`config.mk`:
```
export PLATFORM = sky130hd
export DESIGN_NAME = trap_controller
export DESIGN_NICKNAME = d
export VERILOG_FILES = /design/src/rtl/trap_controller.sv
export SDC_FILE = /design/constraint.sdc
export NUM_CORES = 1
export LEC_CHECK = 0
export ABC_CLOCK_PERIOD_IN_PS = 8500
export BUFFER_PORTS_ARGS = -buffer_cell sky130_fd_sc_hd__buf_2
export CELL_PAD_IN_SITES_DETAIL_PLACEMENT = 0
export CELL_PAD_IN_SITES_GLOBAL_PLACEMENT = 1
export CORE_MARGIN = 8
export CORE_UTILIZATION = 33
export DETAILED_ROUTE_END_ITERATION = 10
export MAX_ROUTING_LAYER = met4
export PLACE_DENSITY_LB_ADDON = 0.1
export SLEW_MARGIN = 15
export SYNTH_ARGS = -nofsm -noshare
export SYNTH_HDL_FRONTEND = slang
export SYNTH_SLANG_ARGS = --single-unit
```
`constraint.sdc`:
```
create_clock -name clk -period 8.5 [get_ports clk]
set_input_delay 1.7 -clock clk [delete_from_list [all_inputs] [get_ports clk]]
set_output_delay 1.7 -clock clk [all_outputs]
set_load 0.02 [all_outputs]
```
`src/rtl/trap_controller.sv`:
```
// trap_controller: machine-mode trap sequencer between pipeline and CSR file.
// Arbitrates synchronous exceptions, MRET and MEI/MSI/MTI interrupts, drains
// the pipeline for interrupts, pulses CSR strobes and issues one redirect.
// Optional feature macro: TRAP_VECTORED_EN -- vectored interrupt targets
// (base + code*4) when csr_mtvec[1:0] == 2'b01; exceptions always use base.
// CSR strobes are registered from the stall_n value seen on the preceding
// edge, so an exception accepted in cycle N strobes in N+1 and redirects in N+2.

module trap_controller #(
  parameter int unsigned DRAIN_MAX = 16
) (
  input  logic        clk,
  input  logic        rst,
  input  logic        stall_n,
  input  logic        exc_req,
  input  logic [3:0]  exc_cause,
  input  logic [31:0] exc_pc,
  input  logic [31:0] exc_tval,
  input  logic        mret_req,
  output logic        pipe_hold,
  input  logic        pipe_drained,
  input  logic [31:0] int_pc,
  input  logic [31:0] csr_mstatus,
  input  logic [31:0] csr_mie,
  input  logic [31:0] csr_mip,
  input  logic [31:0] csr_mtvec,
  input  logic [31:0] csr_mepc,
  output logic        exception_occurred,
  output logic        exception_returned,
  output logic [31:0] new_mepc,
  output logic [31:0] new_mcause,
  output logic [31:0] new_mtval,
  output logic        redirect_valid,
  output logic [31:0] redirect_pc,
  input  logic        redirect_ready,
  output logic        trap_busy
);

  localparam int unsigned XLEN = 32;
  localparam int unsigned CW   = $clog2(DRAIN_MAX + 1);

  typedef enum logic [2:0] {
    ST_IDLE,
    ST_DRAIN,
    ST_COMMIT,
    ST_RET,
    ST_REDIRECT
  } state_t;

  state_t            state_q, state_d;
  logic [CW-1:0]     cnt_q, cnt_d;
  logic [3:0]        code_q, code_d;
  logic [XLEN-1:0]   lat_pc_q, lat_pc_d;
  logic [XLEN-1:0]   lat_cause_q, lat_cause_d;
  logic [XLEN-1:0]   lat_tval_q, lat_tval_d;
  logic              exc_occ_q, exc_occ_d;
  logic              exc_ret_q, exc_ret_d;
  logic [XLEN-1:0]   new_mepc_q, new_mepc_d;
  logic [XLEN-1:0]   new_mcause_q, new_mcause_d;
  logic [XLEN-1:0]   new_mtval_q, new_mtval_d;
  logic              redir_valid_q, redir_valid_d;
  logic [XLEN-1:0]   redir_pc_q, redir_pc_d;
  logic              pipe_hold_q, pipe_hold_d;
  logic              busy_q, busy_d;

  logic              mei_c, msi_c, mti_c;
  logic              int_pend_c;
  logic [3:0]        int_code_c;
  logic [XLEN-1:0]   trap_target_c;
  logic              unused_c;

  // Enabled-and-pending interrupt detection, globally gated by MIE.
  assign mei_c      = csr_mie[11] & csr_mip[11];
  assign msi_c      = csr_mie[3]  & csr_mip[3];
  assign mti_c      = csr_mie[7]  & csr_mip[7];
  assign int_pend_c = csr_mstatus[3] & (mei_c | msi_c | mti_c);

  // CSR bits this block does not consume.
  assign unused_c = ^{csr_mstatus[31:4], csr_mstatus[2:0],
                      csr_mie[31:12], csr_mie[10:8], csr_mie[6:4], csr_mie[2:0],
                      csr_mip[31:12], csr_mip[10:8], csr_mip[6:4], csr_mip[2:0],
                      csr_mtvec[1:0]};

  // Fixed interrupt priority: MEI > MSI > MTI.
  always_comb begin
    int_code_c = 4'd7;
    if (mei_c) begin
      int_code_c = 4'd11;
    end else if (msi_c) begin
      int_code_c = 4'd3;
    end
  end

  // Trap target from mtvec; vectoring applies to interrupts only (mcause[31]).
  always_comb begin
    trap_target_c = {csr_mtvec[31:2], 2'b00};
`ifdef TRAP_VECTORED_EN
    if (lat_cause_q[31] && (csr_mtvec[1:0] == 2'b01)) begin
      trap_target_c = {csr_mtvec[31:2], 2'b00} + {26'b0, lat_cause_q[3:0], 2'b00};
    end
`else
    trap_target_c = {csr_mtvec[31:2], 2'b00};
`endif
  end

  // Next-state and registered-output logic for the trap sequencer.
  always_comb begin
    state_d       = state_q;
    cnt_d         = cnt_q;
    code_d        = code_q;
    lat_pc_d      = lat_pc_q;
    lat_cause_d   = lat_cause_q;
    lat_tval_d    = lat_tval_q;
    exc_occ_d     = 1'b0;
    exc_ret_d     = 1'b0;
    new_mepc_d    = new_mepc_q;
    new_mcause_d  = new_mcause_q;
    new_mtval_d   = new_mtval_q;
    redir_valid_d = redir_valid_q;
    redir_pc_d    = redir_pc_q;
    pipe_hold_d   = pipe_hold_q;

    unique case (state_q)
      ST_IDLE: begin
        if (exc_req && stall_n) begin
          state_d     = ST_COMMIT;
          lat_pc_d    = exc_pc;
          lat_cause_d = {28'b0, exc_cause};
          lat_tval_d  = exc_tval;
          exc_occ_d   = 1'b1;
        end else if (mret_req && stall_n) begin
          state_d   = ST_RET;
          exc_ret_d = 1'b1;
        end else if (int_pend_c) begin
          state_d     = ST_DRAIN;
          cnt_d       = '0;
          code_d      = int_code_c;
          pipe_hold_d = 1'b1;
        end
      end

      ST_DRAIN: begin
        cnt_d = cnt_q + CW'(1);
        if (exc_req && stall_n) begin
          state_d     = ST_COMMIT;
          lat_pc_d    = exc_pc;
          lat_cause_d = {28'b0, exc_cause};
          lat_tval_d  = exc_tval;
          exc_occ_d   = 1'b1;
        end else if (!int_pend_c) begin
          state_d     = ST_IDLE;
          pipe_hold_d = 1'b0;
        end else if (pipe_drained) begin
          state_d     = ST_COMMIT;
          lat_pc_d    = int_pc;
          lat_cause_d = {1'b1, 27'b0, code_q};
          lat_tval_d  = '0;
          exc_occ_d   = stall_n;
        end else if (cnt_q == CW'(DRAIN_MAX - 1)) begin
          state_d     = ST_IDLE;
          pipe_hold_d = 1'b0;
        end
      end

      ST_COMMIT: begin
        if (exc_occ_q) begin
          state_d       = ST_REDIRECT;
          redir_valid_d = 1'b1;
          redir_pc_d    = trap_target_c;
        end else if (stall_n) begin
          exc_occ_d = 1'b1;
        end
      end

      ST_RET: begin
        if (exc_ret_q) begin
          state_d       = ST_REDIRECT;
          redir_valid_d = 1'b1;
          redir_pc_d    = csr_mepc;
        end else if (stall_n) begin
          exc_ret_d = 1'b1;
        end
      end

      ST_REDIRECT: begin
        if (redirect_ready) begin
          state_d       = ST_IDLE;
          redir_valid_d = 1'b0;
          pipe_hold_d   = 1'b0;
        end
      end

      default: begin
        state_d       = ST_IDLE;
        redir_valid_d = 1'b0;
        pipe_hold_d   = 1'b0;
      end
    endcase

    // Trap payload is published only alongside the entry strobe.
    if (exc_occ_d) begin
      new_mepc_d   = lat_pc_d;
      new_mcause_d = lat_cause_d;
      new_mtval_d  = lat_tval_d;
    end

    busy_d = (state_d != ST_IDLE);
  end

  // State and output registers.
  always_ff @(posedge clk or posedge rst) begin
    if (rst) begin
      state_q       <= ST_IDLE;
      cnt_q         <= '0;
      code_q        <= '0;
      lat_pc_q      <= '0;
      lat_cause_q   <= '0;
      lat_tval_q    <= '0;
      exc_occ_q     <= 1'b0;
      exc_ret_q     <= 1'b0;
      new_mepc_q    <= '0;
      new_mcause_q  <= '0;
      new_mtval_q   <= '0;
      redir_valid_q <= 1'b0;
      redir_pc_q    <= '0;
      pipe_hold_q   <= 1'b0;
      busy_q        <= 1'b0;
    end else begin
      state_q       <= state_d;
      cnt_q         <= cnt_d;
      code_q        <= code_d;
      lat_pc_q      <= lat_pc_d;
      lat_cause_q   <= lat_cause_d;
      lat_tval_q    <= lat_tval_d;
      exc_occ_q     <= exc_occ_d;
      exc_ret_q     <= exc_ret_d;
      new_mepc_q    <= new_mepc_d;
      new_mcause_q  <= new_mcause_d;
      new_mtval_q   <= new_mtval_d;
      redir_valid_q <= redir_valid_d;
      redir_pc_q    <= redir_pc_d;
      pipe_hold_q   <= pipe_hold_d;
      busy_q        <= busy_d;
    end
  end

  assign pipe_hold          = pipe_hold_q;
  assign exception_occurred = exc_occ_q;
  assign exception_returned = exc_ret_q;
  assign new_mepc           = new_mepc_q;
  assign new_mcause         = new_mcause_q;
  assign new_mtval          = new_mtval_q;
  assign redirect_valid     = redir_valid_q;
  assign redirect_pc        = redir_pc_q;
  assign trap_busy          = busy_q;

endmodule

```
### Yosys cells after proc, flatten, opt, wreduce, memory -nomap -nowiden

Index checks and enable logic that the tools add are counted.

* register bits after elaboration: 241
* bits of input ports: 267
* output and inout port bits: 133

* $add $sub $neg: 1
* eq/ne operators: 14
* muxes and demuxes: 58
* bitwise gates (word level): 10
* reduce and logical (&&, ||, !) cells: 13

Operator list (count)
* 2-to-1 mux 32 bit: 14
* one-hot mux 32 bit (2 select lines): 4
* 2-to-1 mux 3 bit: 11
* 2-to-1 mux 1 bit: 19
* 2-to-1 mux 5 bit: 3
* one-hot mux 3 bit (5 select lines): 1
* inequality test 2 bit, second input constant: 7
* AND reduction 4 bit: 3
* one-hot mux 5 bit (2 select lines): 1
* one-hot mux 1 bit (4 select lines): 2
* AND reduction 8 bit: 1
* equality test 3 x 2 -> 1 bit, second input constant: 2
* inequality test 3 bit, second input constant: 2
* adder 5 x 1 -> 5 bit, second input constant: 1
* equality test 5 x 4 -> 1 bit, second input constant: 1
* AND 1 bit: 4
* 2-to-1 mux 4 bit: 1
* NOT 1 bit: 4
* nonzero test 2 bit: 2
* OR reduction 2 bit: 2
* equality test 3 x 1 -> 1 bit, second input constant: 1
* equality test 3 bit, second input constant: 1
* zero test 3 bit: 1
* one-hot mux 1 bit (3 select lines): 1
* other kinds (5): 7

### Depth between registers and ports, before layout

Gate-level depths: netlist of run 1.

* word-level depth: 9
* depth in mapped cells: 9
* depth with buffers taken out: 7

### Worst setup path after synthesis of run 1

Ideal clock, no wire load.

* path kind: in2reg
* start point: in csr_mie[11]
* end point: reg new_mepc_q[0], in the netlist new_mepc[0]
* library setup time: 134 ps
* data arrival time: 3284 ps
* slack: 5082 ps
* stages: 6
* buffers on the path: 2
* path through: a222oi_1 -> clkbuf_1 -> nor4_2 -> buf_2 -> a222oi_1 -> a21oi_1

* word-level cells in the longest chain between the ends: 7
* elaborated cells on any way between the ends: 10

Ends and longest elaborated chain
* start: declaration: line 24 `input logic [31:0] csr_mie,`
* AND 1 bit *: line 73 `assign mei_c = csr_mie[11] & csr_mip[11];`
* OR 1 bit * (2 in a row): line 76 `assign int_pend_c = csr_mstatus[3] & (mei_c | msi_c | mti_c);`
* AND 1 bit *: line 76
* 2-to-1 mux 1 bit or 2-to-1 mux 32 bit (tied branches): line 150 `end else if (!int_pend_c) begin`
* 2-to-1 mux 1 bit or 2-to-1 mux 32 bit (tied branches): line 144 `if (exc_req && stall_n) begin`
* one-hot mux 1 bit (3 select lines) or one-hot mux 32 bit (2 select lines) (tied branches): line 123 `unique case (state_q)`
* end signal: assignment: line 237 `new_mepc_q <= new_mepc_d;`
* end: declaration: line 58 `logic [XLEN-1:0] new_mepc_q, new_mepc_d;`

Every way passes the cells marked *; elsewhere a longest branch is shown, timed or not.
A chain may end at the register's enable or synchronous reset.

### Worst setup path in the final report of run 1

* start point: in csr_mie[11]
* end point: reg new_mtval_q[10], in the netlist new_mtval[10]

* word-level cells in the longest chain between the ends: 7
* elaborated cells on any way between the ends: 10

Ends and longest elaborated chain
* AND 1 bit *: line 73
* OR 1 bit * (2 in a row): line 76
* AND 1 bit *: line 76
* 2-to-1 mux 1 bit or 2-to-1 mux 32 bit (tied branches): line 150
* 2-to-1 mux 1 bit or 2-to-1 mux 32 bit (tied branches): line 144
* one-hot mux 1 bit (3 select lines) or one-hot mux 32 bit (2 select lines) (tied branches): line 123
* end signal: assignment: line 239 `new_mtval_q <= new_mtval_d;`
* end: declaration: line 60 `logic [XLEN-1:0] new_mtval_q, new_mtval_d;`

Marked as above.

==> impl_metrics.py, run 1 <==
metrics = {
    "synthesis": {
        "netlist.area_leader.share_pct": 63.2,
        "ys_seq_area_share_pct": 63.2,
        "synthCells": 751,
        "synth.most_common_cell": "dfrtp_1",
        "ys.flop_type": "dfrtp_1",
        "syn_area_sq_um": 9500,
        "ys_ff_latch": 240,
        "yosysTopAreaCell": "dfrtp_1",
        "ys_types": 50,
        "async_flop_share_pct": 100,
        "yosys_warnings": 0,
        "syn_nets": 1020,
        "synth_edf_count": 0,
        "syn_area_per_cell_sq_um": 12.6,
        "netlist_top_cells_count": "dfrtp_1 (240), nand2_1 (48), mux2_1 (46)",
        "synthTopCellsByArea": "dfrtp_1 (63%), mux2_1 (5.5%), a222oi_1 (3.7%)",
    },
    "routing": {
        "wl_per_cell_um": 18.8,
        "routed.top_layer": "met4",
        "wl_met3_um": 2480,
        "met2_length_um": 13000,
        "ant_nets": 0,
        "drt-total-wl_um": 27300,
        "m1WireLength_um": 11400,
        "drt_iter0_markers": 490,
        "dr.pass1.iters": 9,
        "viasPerCell": 4.81,
        "drcViolationCount": 0,
        "vias": 6985,
    },
    "floorplan": {
        "die_x_um": 186,
        "dieArea_sq_um": 34500,
        "start_util_pct": 33.3,
        "pin_count": 400,
        "die_y_um": 186,
        "row_count": 62,
        "core_sq_um": 28500,
    },
    "power": {
        "power.density_nw_per_um2": 368,
        "vdd_drop_max_v": 0.000196,
        "leakage_nw": 6.49,
    },
    "timing": {
        "worst_pin_slew_ps": 949,
        "rsz0062_at_grt": "false",
        "hold_violations": 0,
        "skew_ps": 16.2,
        "period_minus_slack_ps": 4200,
        "fmax_mhz": 238,
        "maxSlewViolCount": 0,
        "tns_ps": 0,
        "holdWs_ps": 472,
        "relSlewSlack_pct": 36.7,
        "setup_violations": 0,
        "finalCritPeriodShare_pct": 49.4,
    },
    "critical_path": {
        "cpPeakStageDelay_ps": 710,
        "critPathLaunchType": "input port",
        "crit_type": "input port to register",
        "crit_fanout": 53,
        "crit_path_end": "new_mtval[10]",
        "worst_path_max_delay_cell": "or2_4",
        "reg2reg_slack_ps": 4570,
        "ff2ff_path_depth": 6,
        "reg2reg_to": "new_mtval[10]",
        "critPathRequiredTime_ps": 8910,
        "crit_start": "csr_mie[11]",
        "cp-end-kind": "register",
        "r2r-start": "state_q[0]",
        "arrival_ps": 4610,
        "critical_path.most_common_cell": "buf_4",
        "cp_cell_sequence": "buf_2, a222oi_1, buf_4, nor4b_4, buf_4, or2_4, buf_4, mux2_1",
    },
    "grt": {
        "grt_usage_pct": 15.8,
        "grt_pass1_vias": 7260,
        "grt_pass1_wl_um": 42100,
        "grt_antenna_before_repair": 3,
        "overflow": 0,
        "grt_start_max_net_pins": 105,
    },
    "clock_tree": {
        "postCtsResizedCells": 0,
        "cts_max_level": 1,
        "cts_buffers": 27,
        "root_buffer": "clkbuf_16",
        "holdBufCountCts": 0,
        "clk_pin_slew_ps": 60,
        "cts_buffer_depth": 3,
        "postCtsSetupBuffers": 0,
        "clock_sinks": 240,
        "clkLatencyLatePin_ps": 540,
        "cts_tree": "done",
    },
    "final_layout": {
        "syn_to_final_growth_pct": 29.1,
        "final_nets": 1313,
        "multi_input_area_sq_um": 3080,
        "fill_cells": 2853,
        "regArea_sq_um": 6010,
        "drive_above_1_share_pct": 36.8,
    },
    "placement": {
        "place.port_buffers": 308,
        "gp_congestion": 0.720,
        "dpl.hpwl_um": 18400,
    },
    "outcome": {
        "status": "finished, final reports clean",
    },
    "job": {
        "cap_violations": 0,
    },
    "hold_path": {
        "hp-class": "register to register",
    },
}
routing by layer:
| layer | vias up | global-route usage [%] |
|---|---|---|
| li1 | 3320 | - |
| met3 | 30 | 5.31 |
| met2 | 218 | 25.1 |
| met5 | - | - |
| met1 | 3417 | 19.6 |
| met4 | 0 | 2.76 |
cell type report:
cell class	count	share of cell area, %
clock buffers	42	6.79
well taps	384	3.92
flip-flops and latches	240	49.0
repair buffers	320	13.3
inverters	41	1.32
multi-input cells	414	25.1
clock inverters	8	0.469
diodes	4	0.0816
metrics by stage:
step	utilization [%]	instance area [sq um]	total power, W	cells	worst slack (ps)
2_1_floorplan	-	9500	0.00288	751	212
4_1_cts	42.9	12300	0.00460	1449	4260
6_report	42.9	12300	0.00451	1453	4300
3_5_place_dp	39.8	11400	0.00343	1399	3690
5_1_grt	42.9	12300	0.00483	1452	4090
3_3_place_gp	39.8	11400	0.00341	1399	3710
critical path, delay by kind of cell:
kind,cells,cell delay (ps)
AND/OR/NAND/NOR,2,970
buffers and inverters,4,1390
multiplexers,1,390
AO/OA/AOI/OAI,1,90
state kept, by name (all words and copies together) (netlist names), 3 cells and up:
| signal | flops |
|---|---|
| code_q | 3 |
| lat_cause_q | 32 |
| new_mtval | 32 |
| cnt_q | 5 |
| lat_pc_q | 32 |
| new_mepc | 32 |
| lat_tval_q | 32 |
| redirect_pc | 32 |
| state_q | 3 |
| new_mcause | 32 |
kinds of logic after synthesis:
| logic type | Yosys count | share of synthesized area [%] |
|---|---|---|
| compound gates | 168 | 12.8 |
| fa+ha+maj | 2 | 0.263 |
| buf+inv | 97 | 4.60 |
| flops | 240 | 63.2 |
| mux | 94 | 10.7 |
| simple gates | 150 | 8.34 |
cell usage in the layout, fill, tap and decap left out, types with 2 or more instances in the layout:
cell type and n:
a21o_1 2, a21oi_1 38, a222oi_1 35, a22o_1 35
a22oi_1 3, a311o_1 2, a31oi_1 5, and2_1 27
and3_1 2, buf_2 308, buf_4 12, clkbuf_1 5
clkbuf_16 27, clkbuf_8 10, clkinv_2 6, dfrtp_1 240
diode_2 4, ha_1 2, inv_1 40, mux2_1 46
mux2_2 17, mux2i_1 31, nand2_1 48, nand3_1 4
nand3b_1 2, nor2_1 7, nor2b_1 2, nor3_1 40
nor3b_1 2, nor4b_1 2, o21a_1 4, o21ai_0 36
or2_2 2, or3_1 2
how the worst min path moves through the flow:
stage | start | to | slack, ps | cells after the start
floorplan | code_q[1] | code_q[1] | 440 | 1
global placement | redirect_pc[1] | redirect_pc[1] | 460 | 2
detailed placement | lat_cause_q[4] | lat_cause_q[4] | 460 | 1
CTS | lat_cause_q[29] | lat_cause_q[29] | 480 | 1
global route | lat_cause_q[25] | lat_cause_q[25] | 480 | 1
finish | redirect_pc[2] | redirect_pc[2] | 470 | 2
power by group:
part	internal, W	switching [W]
Sequential	0.00156	0.000191
Combinational	0.000617	0.00100
Clock	0.000674	0.000467
Total	0.00285	0.00166
(Power assumes the default switching activity.)
==> run 2: changes to the inputs <==
Settings changed: ABC_CLOCK_PERIOD_IN_PS 8500 to 3700.
Clock period 8.5 ns to 3.7 ns, I/O delays scaled along.
==> run 2 against run 1 <==
Compared with the run above: non-clock buffer count increased by 10; critical path depth decreased by 3; flip-flop and latch count stayed put; highest routed layer unchanged; largest cell class unchanged; critical path type is now register to register; utilization rose by 0.60 points; via count is 0.37% lower; wire length up 1.2%.
==> impl_metrics.py, run 2 (synthesis gave the netlist of run 1 again) <==
metrics = {
    "power": {
        "leakage_nw": 6.58,
        "switching_share_pct": 36.1,
        "combPwrFrac_pct": 36.4,
        "vdd_drop_max_v": 0.000376,
        "power.density_nw_per_um2": 853,
        "clock_power_share_pct": 25.9,
        "seqPwrFrac_pct": 37.7,
        "p_sw_w": 0.00382,
        "power.internal_w": 0.00678,
    },
    "placement": {
        "place_area_sq_um": 11500,
        "pre_cts_ws_ps": 848,
        "gp_congestion": 0.709,
        "place.port_buffers": 308,
        "dpl.hpwl_um": 19000,
    },
    "job": {
        "cap_violations": 0,
    },
    "clock_tree": {
        "cts_max_level": 1,
        "cts_buffers": 27,
        "clk_pin_slew_ps": 60,
        "clkLatencyLatePin_ps": 540,
        "postCtsResizedCells": 0,
        "holdBufCountCts": 0,
        "cts_buffer_depth": 3,
        "cts_tree": "done",
        "postCtsSetupBuffers": 0,
        "clock_sinks": 240,
        "root_buffer": "clkbuf_16",
    },
    "routing": {
        "drt_iter0_markers": 454,
        "wl_per_cell_um": 18.9,
        "ant_nets": 0,
        "dr.pass1.iters": 5,
        "drcViolationCount": 0,
        "vias": 6959,
        "drt-total-wl_um": 27600,
        "viasPerCell": 4.76,
    },
    "final_layout": {
        "final_cell_mix": "buf_2 (308), dfrtp_1 (240), nand2_1 (47)",
        "multi_input_area_sq_um": 3080,
        "fill_cells": 2820,
        "fin_area_sq_um": 12400,
        "regArea_sq_um": 6010,
        "mostFrequentLayoutCell": "buf_2",
        "syn_to_final_growth_pct": 30.9,
        "drive_above_1_share_pct": 37.7,
        "fin_util_pct": 43.6,
        "final_nets": 1323,
    },
    "timing": {
        "skew_ps": 18.7,
        "holdWs_ps": 168,
        "period_minus_slack_ps": 2780,
        "fmax_mhz": 360,
        "rsz0062_at_grt": "false",
        "relSlewSlack_pct": 50.0,
        "setup_violations": 0,
        "worst_pin_slew_ps": 748,
        "setup_slack_ps": 920,
        "maxSlewViolCount": 0,
        "hold_violations": 0,
        "tns_ps": 0,
        "finalCritPeriodShare_pct": 75.1,
    },
    "floorplan": {
        "row_count": 62,
        "die_y_um": 186,
        "core_sq_um": 28500,
        "start_util_pct": 33.3,
        "dieArea_sq_um": 34500,
        "die_x_um": 186,
        "pin_count": 400,
    },
    "outcome": {
        "status": "finished, final reports clean",
    },
    "hold_path": {
        "hp-class": "input port to asynchronous set/reset pin",
    },
    "critical_path": {
        "crit_type": "register to register",
        "critPathRequiredTime_ps": 4120,
        "crit_fanout": 24,
        "worst_path_max_delay_cell": "or3b_1",
        "cpPeakStageDelay_ps": 620,
        "reg2reg_slack_ps": 920,
        "cp-end-kind": "register",
        "arrival_ps": 3200,
        "cp_cell_sequence": "or3b_1, nor4b_4, or2_4, buf_4, mux2_2",
        "reg2reg_to": "new_mcause[7]",
        "critPathLaunchType": "register",
        "ff2ff_path_depth": 5,
        "r2r-start": "state_q[0]",
    },
    "grt": {
        "grt_usage_pct": 16.3,
        "overflow": 0,
        "grt_antenna_before_repair": 5,
        "grt_start_max_net_pins": 101,
        "grt_pass1_wl_um": 43300,
        "grt_pass1_vias": 7502,
    },
}
-- run 2: cell count changes in the layout (fill, tap and decap cells not counted), sizes merged --
cell / before / now
clkinv: 6 / 7
clkbuf: 42 / 36
inv: 42 / 41
diode: 4 / 5
buf: 320 / 330
bufinv: 0 / 3
-- run 2: worst max-delay path by stage --
| stage | startpoint | to | cells after the start |
|---|---|---|---|
| 6_report | state_q[0] | new_mcause[7] | 5 |
| 5_1_grt | state_q[0] | new_mepc[0] | 5 |
| 4_1_cts | state_q[0] | new_mcause[7] | 5 |
| 3_5_place_dp | state_q[0] | new_mcause[7] | 5 |
| 3_3_place_gp | state_q[0] | new_mcause[7] | 5 |
| 2_1_floorplan | rst | cnt_q[0] | 1 |
-- run 2: power by group through the flow --
stage	Combinational, W	Clock, W	Sequential (W)
6_report	0.00386	0.00275	0.00399
5_1_grt	0.00426	0.00294	0.00413
4_1_cts	0.00396	0.00284	0.00400
3_5_place_dp	0.00395	0	0.00404
3_3_place_gp	0.00392	0	0.00402
2_1_floorplan	0.00194	0	0.00469
-- run 2: final cells by class --
class	count	share of cell area (%)
Sequential cell	240	48.3
Multi-Input combinational cell	414	24.8
Timing Repair Buffer	330	14.2
Clock buffer	36	6.35
Tap cell	384	3.86
Inverter	41	1.27
Clock inverter	11	1.08
Antenna cell	5	0.101
-- run 2: metrics by stage --
step | power, W | std cells
2_1_floorplan | 0.00662 | 751
3_3_place_gp | 0.00794 | 1409
3_5_place_dp | 0.00799 | 1409
4_1_cts | 0.0108 | 1456
5_1_grt | 0.0113 | 1461
6_report | 0.0106 | 1461
-- run 2: routing by layer --
metal | wire [um] | track usage [%] | vias up | part of all wire, %
met1 | 11600 | 19.8 | 3396 | 42
met3 | 2340 | 5.04 | 38 | 8.4
met2 | 13200 | 26.3 | 195 | 48
met5 | 0 | - | - | 0
li1 | - | - | 3330 | -
met4 | 573 | 3.65 | 0 | 2.1
-- run 2: critical path: cells and delay by family, from the launching register on --
family        cells  cell delay (ps)
flops             1              590
mux               1              360
simple gates      3             1380
buf+inv           1              310
